===== src/rtl/if_fetch_unit.sv =====
// if_fetch_unit: instruction fetch stage with a single outstanding memory request
// and a one-entry instruction buffer feeding the IF/ID register.
//
// Ports:
//   clk, rst               clock; synchronous active-high reset
//   PCWrite                IF/ID accepts the presented instruction (0 = stall)
//   redirect, redirect_pc  taken branch/jump and its target
//   imem_req, imem_addr    instruction memory request and word address
//   imem_ack, imem_rdata   memory response strobe and data (same cycle)
//   IF_PC, IF_ins          presented instruction and its PC (zero when not valid)
//   IF_valid               IF_PC/IF_ins hold a real instruction
//   fetch_count            instructions accepted downstream (wraps)
module if_fetch_unit #(
    parameter logic [31:0] RESET_PC = 32'h0000_3000,
    parameter int unsigned PC_STEP  = 4
) (
    input  logic        clk,
    input  logic        rst,
    input  logic        PCWrite,
    input  logic        redirect,
    input  logic [31:0] redirect_pc,
    output logic        imem_req,
    output logic [31:0] imem_addr,
    input  logic        imem_ack,
    input  logic [31:0] imem_rdata,
    output logic [31:0] IF_PC,
    output logic [31:0] IF_ins,
    output logic        IF_valid,
    output logic [31:0] fetch_count
);

    localparam int unsigned XLEN = 32;

    typedef enum logic [1:0] {
        FETCH = 2'd0,
        HAVE  = 2'd1,
        DRAIN = 2'd2
    } state_t;

    state_t            state, state_nxt;
    logic [XLEN-1:0]   pc, pc_nxt;
    logic [XLEN-1:0]   req_addr, req_addr_nxt;
    logic [XLEN-1:0]   buf_pc, buf_pc_nxt;
    logic [XLEN-1:0]   buf_ins, buf_ins_nxt;
    logic [XLEN-1:0]   count, count_nxt;
    logic [XLEN-1:0]   target_c;
    logic [XLEN-1:0]   pc_inc_c;

    // Redirect targets are forced word-aligned; sequential PC wraps naturally.
    assign target_c = {redirect_pc[XLEN-1:2], 2'b00};
    assign pc_inc_c = pc + XLEN'(PC_STEP);

    // State and datapath registers; request/valid flags track the next state.
    always_ff @(posedge clk) begin
        if (rst) begin
            state    <= FETCH;
            pc       <= RESET_PC;
            req_addr <= RESET_PC;
            buf_pc   <= '0;
            buf_ins  <= '0;
            count    <= '0;
            imem_req <= 1'b1;
            IF_valid <= 1'b0;
        end else begin
            state    <= state_nxt;
            pc       <= pc_nxt;
            req_addr <= req_addr_nxt;
            buf_pc   <= buf_pc_nxt;
            buf_ins  <= buf_ins_nxt;
            count    <= count_nxt;
            imem_req <= (state_nxt != HAVE);
            IF_valid <= (state_nxt == HAVE);
        end
    end

    // Next-state and datapath update. The buffer is cleared whenever HAVE is
    // left so IF_PC/IF_ins present a bubble outside HAVE.
    always_comb begin
        state_nxt    = state;
        pc_nxt       = pc;
        req_addr_nxt = req_addr;
        buf_pc_nxt   = buf_pc;
        buf_ins_nxt  = buf_ins;
        count_nxt    = count;

        case (state)
            FETCH: begin
                if (redirect) begin
                    pc_nxt = target_c;
                    if (imem_ack) begin
                        req_addr_nxt = target_c;
                    end else begin
                        // Request stays on the bus until acked, then is dropped.
                        state_nxt = DRAIN;
                    end
                end else if (imem_ack) begin
                    buf_pc_nxt  = req_addr;
                    buf_ins_nxt = imem_rdata;
                    state_nxt   = HAVE;
                end
            end
            DRAIN: begin
                if (redirect) begin
                    pc_nxt = target_c;
                end
                if (imem_ack) begin
                    // Newest target wins even if it arrives with the ack.
                    req_addr_nxt = redirect ? target_c : pc;
                    state_nxt    = FETCH;
                end
            end
            HAVE: begin
                if (redirect) begin
                    pc_nxt       = target_c;
                    req_addr_nxt = target_c;
                    buf_pc_nxt   = '0;
                    buf_ins_nxt  = '0;
                    state_nxt    = FETCH;
                end else if (PCWrite) begin
                    count_nxt    = count + XLEN'(1);
                    pc_nxt       = pc_inc_c;
                    req_addr_nxt = pc_inc_c;
                    buf_pc_nxt   = '0;
                    buf_ins_nxt  = '0;
                    state_nxt    = FETCH;
                end
            end
            default: begin
                state_nxt = FETCH;
            end
        endcase
    end

    assign imem_addr   = req_addr;
    assign IF_PC       = buf_pc;
    assign IF_ins      = buf_ins;
    assign fetch_count = count;

endmodule


===== config.mk =====
export PLATFORM = sky130hd
export DESIGN_NAME = if_fetch_unit
export DESIGN_NICKNAME = d
export VERILOG_FILES = /design/src/rtl/if_fetch_unit.sv
export SDC_FILE = /design/constraint.sdc
export NUM_CORES = 1
export LEC_CHECK = 0
export CAP_MARGIN = 25
export CORE_ASPECT_RATIO = 0.7
export CORE_MARGIN = 8
export CORE_UTILIZATION = 40
export DETAILED_ROUTE_END_ITERATION = 12
export PLACE_DENSITY = 0.66
export SYNTH_ARGS = -nofsm -noshare
export SYNTH_HDL_FRONTEND = slang
export SYNTH_SLANG_ARGS = --single-unit

===== constraint.sdc =====
create_clock -name clk -period 3 [get_ports clk]
set_input_delay 0.6 -clock clk [delete_from_list [all_inputs] [get_ports clk]]
set_output_delay 0.6 -clock clk [all_outputs]
set_load 0.01 [all_outputs]

=== Word level (Yosys, flattened, before mapping) ===
Index checks and enable logic that the tools add are counted.

* Bits in registers: 164
* Bits of input ports: 69
* Output and inout port bits: 130
* Logic and storage cells: 52

* $add $sub $neg: 2
* Equal/unequal tests: 9
* Mux-type cells: 23
* Bitwise operators: 1
* Reductions and logical operators: 9

{| class="wikitable"
|+ Operators by type and width
! operator !! number
|-
| $mux W32 || 12
|-
| $pmux W32 S2 || 3
|-
| $pmux W32 S3 || 1
|-
| $add A32 B1 Y32 const B || 1
|-
| $add A32 B3 Y32 const B || 1
|-
| $mux W2 || 6
|-
| $ne A2 B2 Y1 const B || 4
|-
| $pmux W2 S3 || 1
|-
| $reduce_and A5 Y1 || 1
|-
| $eq A2 B1 Y1 const B || 2
|-
| $reduce_and A4 Y1 || 1
|-
| $reduce_bool A2 Y1 || 2
|-
| $ne A3 B3 Y1 const B || 1
|-
| $reduce_and A3 Y1 || 1
|-
| $reduce_bool A3 Y1 || 1
|-
| $eq A2 B2 Y1 const B || 1
|-
| $logic_not A2 Y1 || 1
|-
| $ne A2 B1 Y1 const B || 1
|-
| $reduce_and A2 Y1 || 1
|-
| $reduce_or A2 Y1 || 1
|-
| $not A1 Y1 || 1
|}

=== Logic depth before layout (Yosys ltp) ===
Gate-level depths: netlist of the first run.

* Depth after elaboration: 4
* Depth in mapped cells: 10
* Depth with buffers taken out: 7

=== Least setup slack after synthesis of the first run ===
OpenSTA, ideal clock, no wires.

* Path kind: register -> register
* From: register pc[2]
* To: register pc[30]
* Library setup time: 0.120 ns
* Data arrival time: 2.147 ns
* Required time: 2.880 ns
* Path slack: 0.733 ns
* Stages on the path, launching flop included: 8
* Buffers on the path: 1
* Period minus slack after synthesis: 2.267 ns
* Cell sequence: dfxtp_1 > ha_1 > nand4_2 > or4_1 > buf_2 > o31a_1 > o21a_1 > a211o_1

* Longest elaborated chain between the ends: 4

{| class="wikitable"
|+ Ends and longest elaborated chain
! what !! RTL line !! text
|-
| start, declared || 41 || <nowiki>logic [XLEN-1:0] pc, pc_nxt;</nowiki>
|-
| start signal, assigned || 66 || <nowiki>pc <= pc_nxt;</nowiki>
|-
| $add A32 B3 Y32 || 51 || <nowiki>assign pc_inc_c = pc + XLEN'(PC_STEP);</nowiki>
|-
| $mux W32 || 119 || <nowiki>end else if (PCWrite) begin</nowiki>
|-
| $mux W32 || 113 || <nowiki>if (redirect) begin</nowiki>
|-
| $pmux W32 S2 || 86 || <nowiki>case (state)</nowiki>
|}

No other way between the ends. The select of a mux whose other input is x is not followed.
A chain may end at the register's enable or synchronous reset.

=== Final worst setup path of the first run ===
* From: register pc[3]
* To: register req_addr[30] (netlist: imem_addr[30])

* Longest elaborated chain between the ends: 4

{| class="wikitable"
|+ Ends and longest elaborated chain
! what !! RTL line !! text
|-
| $add A32 B3 Y32 || 51 ||
|-
| $mux W32 || 119 ||
|-
| $mux W32 || 113 ||
|-
| $pmux W32 S3 || 86 ||
|-
| end signal, assigned || 67 || <nowiki>req_addr <= req_addr_nxt;</nowiki>
|-
| end, declared || 42 || <nowiki>logic [XLEN-1:0] req_addr, req_addr_nxt;</nowiki>
|}

No other way between the ends. The select of a mux whose other input is x is not followed.

==> metrics.csv, run 1 <==
stage,metric,value,unit
status,status,"finished, final reports clean",
clocking,cts_root_buf,clkbuf_16,
worst_setup_path,arrival,2920,ps
power_and_ir_drop,peakVddDrop,371,uV
worst_setup_path,critPathMaxFanout,7,
sta,finalSetupTns,0,ps
yosys,synthMuxAreaShare,1.38,%
worst_setup_path,crit_chain,ha_1 -> nand4_2 -> or4_1 -> o31a_2 -> o221ai_1 -> a31oi_1,
yosys,synth_top_cell_area_share,39.0,%
yosys,syn_avg_cell_area,7.82,um^2
grt,grt_overflow_total,0,
yosys,ys_warn_count,0,
yosys,yosys-top-cells-count,"dfxtp_1 (164), nand2_1 (122), a21oi_1 (110), nand3_1 (100), nor2_1 (89)",
drt,dr.pass1.iters,8,
clocking,clk_path_buf_depth,2,
place,io_buffers,196,
yosys,synth_ff_type,dfxtp_1,
clocking,hold_buffers,0,
clocking,cts_tree,done,
yosys,synth_fa_ha_area_share,1.01,%
worst_setup_path,path_buf_inv,0,
worst_setup_path,slowest_delay,710,ps
die,row_count,44,
flow_run,max-cap-violations,0,
yosys,synth_compound_area_share,22.1,%
sta,rsz0062_at_grt,no,
die,start_util,40.6,%
clocking,clk_pin_slew,80,ps
sta,relSlewSlack,54.8,%
grt,antenna_found_initial,1,
grt,grt_pass1_vias,8544,
layout,final_cell_area,0.0113,mm^2
sta,worst_pin_slew,672,ps
clocking,htreeDepth,4,
sta,fin_skew,17.9,ps
clocking,cts_resized,0,
clocking,clk_latency,440,ps
drt,wirelength,31800,um
die,die_h,137,um
yosys,synth_fp_nets,1151,
clocking,numCtsBuffers,17,
drt,drc_errors,0,
min_path,hold_class,flop to flop,
die,ios,199,
drt,viasPerCell,5.93,
yosys,synth_top_area_cell,dfxtp_1,
layout,area_growth,34.0,%
sta,fin_crit_sh,87.8,%
worst_setup_path,end_kind,flop,
yosys,synthMostInstantiatedCell,dfxtp_1,
power_and_ir_drop,power_density,514,mW/mm^2
worst_setup_path,crit_slowest_cell,or4_1,
yosys,synth-edff-count,0,
yosys,seq_area_frac_synth,39.0,%
power_and_ir_drop,finalPower,5.80,mW
worst_setup_path,worst-endpoint-required,3280,ps
yosys,synth_xor_area_share,3.54,%
sta,setup_violations,0,
worst_setup_path,critPathKind,flop to flop,
layout,fin_util,54.5,%
worst_setup_path,worst_path_dominant_cell_family,simple AND/OR/NAND/NOR gates,
layout,fin_nets,1320,
yosys,syn-instance-count,1076,
clocking,post_cts_buffers,0,
place,dp_hpwl,22900,um
worst_setup_path,cp-start-kind,flop,
clocking,numClockSinks,164,
power_and_ir_drop,leakagePower,3.86,nW
layout,drive_above_1_share,8.35,%
sta,maxSlewViolCount,0,
die,die_x,189,um
sta,final.min_clock_period,2630,ps
drt,drt-wirelength-per-cell,20.7,um
drt,num_vias,9100,
grt,grt_max_degree,65,
sta,fmax,0.380,GHz
yosys,synth_seq_cells,164,
yosys,synth_top_family_by_area,simple AND/OR/NAND/NOR gates,
die,core_area,0.0207,mm^2
sta,whs,449,ps
yosys,async_flop_share,0,%
drt,drt.antenna.violating_nets,0,
yosys,synth_simple_gate_area_share,27.3,%
drt,drtIter0Drc,933,
place,place_area,0.0107,mm^2
die,die_area,0.0260,mm^2
grt,grt_pass1_wl,49500,um
sta,hold_violations,0,
yosys,synthTopCellsByArea,"dfxtp_1 (39%), a21oi_1 (6.5%), nand3_1 (5.9%), nand2_1 (5.4%), nor2_1 (4.0%)",
place,routabilityCongestion,0.947,
grt,grt.total_usage,23.8,%
yosys,syn_area,0.00841,mm^2
layout,diodes,0,
yosys,ys_types,79,
placed cells by master, fill, tap and decap left out, types with 6 or more instances in the layout:
cell type,instances
clkdlybuf4s50_1,194
dfxtp_1,164
nand2_1,122
a21oi_1,110
nand3_1,100
nor2_1,88
o21ai_0,44
buf_4,44
nor3_1,29
nand4_1,26
xnor2_1,24
clkbuf_16,17
inv_1,16
nor4_1,15
and4_1,13
o22ai_1,12
a31oi_1,12
and3_1,11
a211oi_1,11
a221oi_1,11
or3_1,10
nand2b_1,10
xor2_1,10
and2_1,9
a22o_1,8
a22oi_1,7
o31ai_1,7
o41ai_1,7
o31a_1,7
a21o_1,6
mux2i_1,6
a311oi_1,6
o211ai_1,6
ha_1,6
registers in the layout (all words and copies together) (netlist names):
name	flops
IF_PC	32
IF_ins	32
IF_valid	1
fetch_count	32
imem_addr	32
imem_req	1
pc	32
state	2
worst paths after layout:
| path | start | endpoint | slack [ps] | depth (start not counted) |
|---|---|---|---|---|
| max | pc[3] | imem_addr[30] | 370 | 6 |
| min | IF_PC[5] | IF_PC[5] | 450 | 2 |
| max reg2reg | pc[3] | imem_addr[30] | 370 | 6 |
| min reg2reg | IF_PC[5] | IF_PC[5] | 450 | 2 |
metal layers:
| metal | wire, um | vias up | share of wire, % | global-route usage (%) |
|---|---|---|---|---|
| met5 | 10 | - | 0.031 | 0 |
| met4 | 608 | 2 | 1.9 | 7.19 |
| met3 | 3440 | 49 | 11 | 6.55 |
| met2 | 13000 | 480 | 41 | 34.5 |
| met1 | 14700 | 4289 | 46 | 33.6 |
| li1 | - | 4280 | - | - |
per-stage QoR:
| step | instances | setup slack, ps |
|---|---|---|
| global placement | 1502 | 326 |
| floorplan | 1076 | 733 |
| CTS | 1534 | 442 |
| finish | 1534 | 367 |
| global route | 1534 | 292 |
| detailed placement | 1502 | 242 |
power by group:
group	internal, mW	switching, mW
Sequential	2.31	0.137
Clock	1.12	1.08
Combinational	0.511	0.645
kinds of logic after synthesis:
| kind of cell | Yosys count |
|---|---|
| simple gates | 462 |
| compound gates | 289 |
| flops | 164 |
| buf+inv | 109 |
| xor+xnor | 34 |
| mux | 11 |
| fa+ha+maj | 7 |
cell type report:
cell class                 instances  area [um^2]
clock inverter                    15          161
sequential                       164         3280
multi-input combinational        803         4660
timing repair buffer             242         2340
fill                            1979         9420
clock buffer                      17          425
tap                              276          345
inverter                          17         63.8
tightest hold or removal path: cells and delay by family (launching register included):
| family | cells | cell delay (ps) |
|---|---|---|
| DFF | 1 | 310 |
| and+or+nand+nor | 1 | 50 |
| AOI/OAI and AO/OA | 1 | 50 |
Note: power is estimated with default switching activity, not from simulation.
==> run 2, diff against run 1 <==
--- a/config.mk
+++ b/config.mk
@@ -5,6 +5,7 @@
 export SDC_FILE = /design/constraint.sdc
 export NUM_CORES = 1
 export LEC_CHECK = 0
+export ABC_AREA = 1
 export CAP_MARGIN = 25
 export CORE_ASPECT_RATIO = 0.7
 export CORE_MARGIN = 8
==> run 2 against run 1 <==
Sequential share of layout area down 0.39 points. Sequential power about the same. Critical path depth increased by 1. Clock power hardly changed. Fmax increased by 17%. Die area rose by 3.1%. Combinational power increased by 9%. Critical path type unchanged. Largest cell class unchanged. Largest power group unchanged.
==> metrics.csv, run 2 <==
stage,metric,value,unit,change
sta,whs,460,ps,+10.4 ps
sta,setup_violations,0,,unchanged
yosys,synth-edff-count,0,,unchanged
die,die_x,192,um,+1.6%
power_and_ir_drop,power_density,522,mW/mm^2,+1.4%
layout,finalNonFillerCells,1752,,+14%
sta,worst_pin_slew,1040,ps,+371 ps
yosys,syn-instance-count,1307,,+21%
die,start_util,40.5,%,-0.17 points
grt,antenna_found_initial,2,,+1
clocking,clk_path_buf_depth,2,,unchanged
flow_run,max-cap-violations,0,,unchanged
worst_setup_path,critPathKind,flop to flop,,
grt,grt_overflow_total,0,,unchanged
layout,final_common_cell,nand2_1,,
layout,fin_nets,1532,,+16%
sta,final.min_clock_period,2250,ps,-387 ps
layout,final_cell_mix,"nand2_1 (327), clkdlybuf4s50_1 (194), a21oi_1 (192)",,
place,dp_hpwl,20600,um,-10%
worst_setup_path,crit_chain,inv_1 -> ha_1 -> clkinv_1 -> a21oi_1 -> nand2_1 -> o21ai_0 -> a21oi_1,,
worst_setup_path,arrival,2540,ps,-380 ps
power_and_ir_drop,switchingPower,1.81,mW,-2.6%
worst_setup_path,cp-start-kind,flop,,
sta,fin_skew,8.72,ps,-9.23 ps
status,status,"finished, final reports clean",,
place,io_buffers,196,,unchanged
power_and_ir_drop,power_frac_clock,37.1,%,-0.7 points
sta,rsz0062_at_grt,no,,
clocking,numCtsBuffers,17,,unchanged
min_path,hold_class,flop to flop,,
power_and_ir_drop,p_sw_share,30.4,%,-1.7 points
sta,fin_crit_sh,74.9,%,-13 points
drt,viasPerCell,5.28,,-11%
power_and_ir_drop,power_frac_comb,21.2,%,+1.3 points
grt,grt_pass1_vias,8377,,-2.0%
yosys,synth_ff_type,dfxtp_1,,
sta,hold_violations,0,,unchanged
grt,grt_pass1_wl,46300,um,-6.4%
worst_setup_path,slowest_delay,520,ps,-190 ps
power_and_ir_drop,leakagePower,4.17,nW,+8.2%
clocking,cts_resized,0,,unchanged
die,ios,199,,unchanged
yosys,ys_types,41,,-48%
layout,area_growth,31.3,%,
place,place_inst,1720,,+15%
power_and_ir_drop,peakVddDrop,386,uV,+4.1%
place,routabilityCongestion,0.878,,-7.4%
clocking,clk_latency,440,ps,about the same
yosys,synthMostInstantiatedCell,nand2_1,,
sta,finalSetupTns,0,ps,unchanged
power_and_ir_drop,p_int,4.15,mW,+5.3%
yosys,synth_top_cell_area_share,37.7,%,-1.3 points
clocking,hold_buffers,0,,unchanged
yosys,yosys-top-cells-count,"nand2_1 (327), a21oi_1 (192), dfxtp_1 (164), nor2_1 (109), o21ai_0 (102)",,
worst_setup_path,worst-endpoint-required,3290,ps,about the same
drt,drtIter0Drc,839,,-10%
drt,drt.antenna.violating_nets,0,,unchanged
die,core_area,0.0215,mm^2,+3.9%
sta,maxSlewViolCount,0,,unchanged
die,die_h,139,um,+1.5%
clocking,numClockSinks,164,,unchanged
clocking,cts_tree,done,,
yosys,seq_area_frac_synth,37.7,%,-1.3 points
yosys,syn_area,0.00870,mm^2,+3.5%
power_and_ir_drop,pwr-share-seq,41.7,%,-0.5 points
drt,dr.pass1.iters,6,,-2
yosys,ys_warn_count,0,,unchanged
yosys,async_flop_share,0,%,unchanged
drt,drc_errors,0,,unchanged
yosys,synth_fp_nets,1382,,+20%
drt,drt-wirelength-per-cell,16.8,um,-19%
clocking,cts_root_buf,clkbuf_16,,
sta,fmax,0.445,GHz,+17%
drt,wirelength,29500,um,-7.1%
layout,drive_above_1_share,6.13,%,-2.2 points
worst_setup_path,critPathMaxFanout,18,,+11
yosys,synth_seq_cells,164,,unchanged
yosys,synth_top_area_cell,dfxtp_1,,
clocking,clk_pin_slew,70,ps,about the same
clocking,post_cts_buffers,0,,unchanged
layout,n_fill_cell,2127,,+7.5%
yosys,synthTopCellsByArea,"dfxtp_1 (38%), nand2_1 (14%), a21oi_1 (11%), o21ai_0 (5.9%), nand3b_1 (5.7%)",,
worst_setup_path,crit_slowest_cell,clkinv_1,,
grt,grt.total_usage,21.4,%,-2.4 points
die,die_area,0.0268,mm^2,+3.1%
drt,num_vias,9244,,+1.6%
worst_setup_path,cpMostUsedCell,a21oi_1,,
clocking,htreeDepth,4,,unchanged
grt,grt_max_degree,129,,+98%
yosys,syn_avg_cell_area,6.66,um^2,-15%
die,row_count,45,,+2.3%
sta,relSlewSlack,30.5,%,-24 points
worst_setup_path,end_kind,flop,,
## run 2: cells by family (layout without fill, tap and decap cells)
kind of cell	count (synthesis)	count (layout)	share of synthesized area, %
xor+xnor	5	5	0.503
simple gates	650	650	34.4
flops	164	164	37.7
other cells	0	1	0
buf+inv	164	326	7.60
fa+ha+maj	6	6	0.863
compound gates	318	318	18.9
## run 2: per-stage QoR
step / total power, mW / cell area [um^2] / util [%] / setup WS [ps]
floorplan: 3.20 / 8700 / - / 1180
global placement: 3.76 / 10800 / 50.4 / 471
detailed placement: 3.78 / 10800 / 50.4 / 473
CTS: 6.00 / 11400 / 53.1 / 815
global route: 6.24 / 11400 / 53.1 / 558
finish: 5.96 / 11400 / 53.1 / 754
## run 2: path summary, 6_finish.rpt
path / startpoint / cells after the start / endpoint / slack, ps
setup / recovery: state[0] / 7 / imem_addr[11] / 750
hold / removal: pc[0] / 2 / pc[0] / 460
setup reg to reg: state[0] / 7 / imem_addr[11] / 750
hold reg to reg: pc[0] / 2 / pc[0] / 460
## run 2: power by group through the flow
stage	Sequential, mW	Clock [mW]	Combinational (mW)
floorplan	2.55	0	0.655
global placement	2.52	0	1.24
detailed placement	2.53	0	1.26
CTS	2.48	2.26	1.26
global route	2.50	2.34	1.39
finish	2.48	2.21	1.27
## run 2: area by class of cell
type | count | area (um^2) | share of cell area [%]
Antenna cell | 1 | 2.50 | 0.0219
Clock buffer | 18 | 429 | 3.76
Clock inverter | 13 | 150 | 1.31
Inverter | 85 | 324 | 2.84
Multi-Input combinational cell | 979 | 4780 | 41.8
Sequential cell | 164 | 3280 | 28.7
Tap cell | 282 | 353 | 3.09
Timing Repair Buffer | 210 | 2110 | 18.4
## run 2: per-layer routing
layer / global-route usage, % / part of all wire, %
met1: 30.6 / 48
met2: 30.1 / 41
met3: 7.04 / 10
met4: 5.17 / 0.87
met5: 0 / 0.078
## run 2: worst max-delay path, delay by kind of cell (launching register included)
family          cells  cell delay [ps]
flops               1              400
compound gates      3              710
simple gates        1               70
fa+ha+maj           1              310
buf+inv             2              620
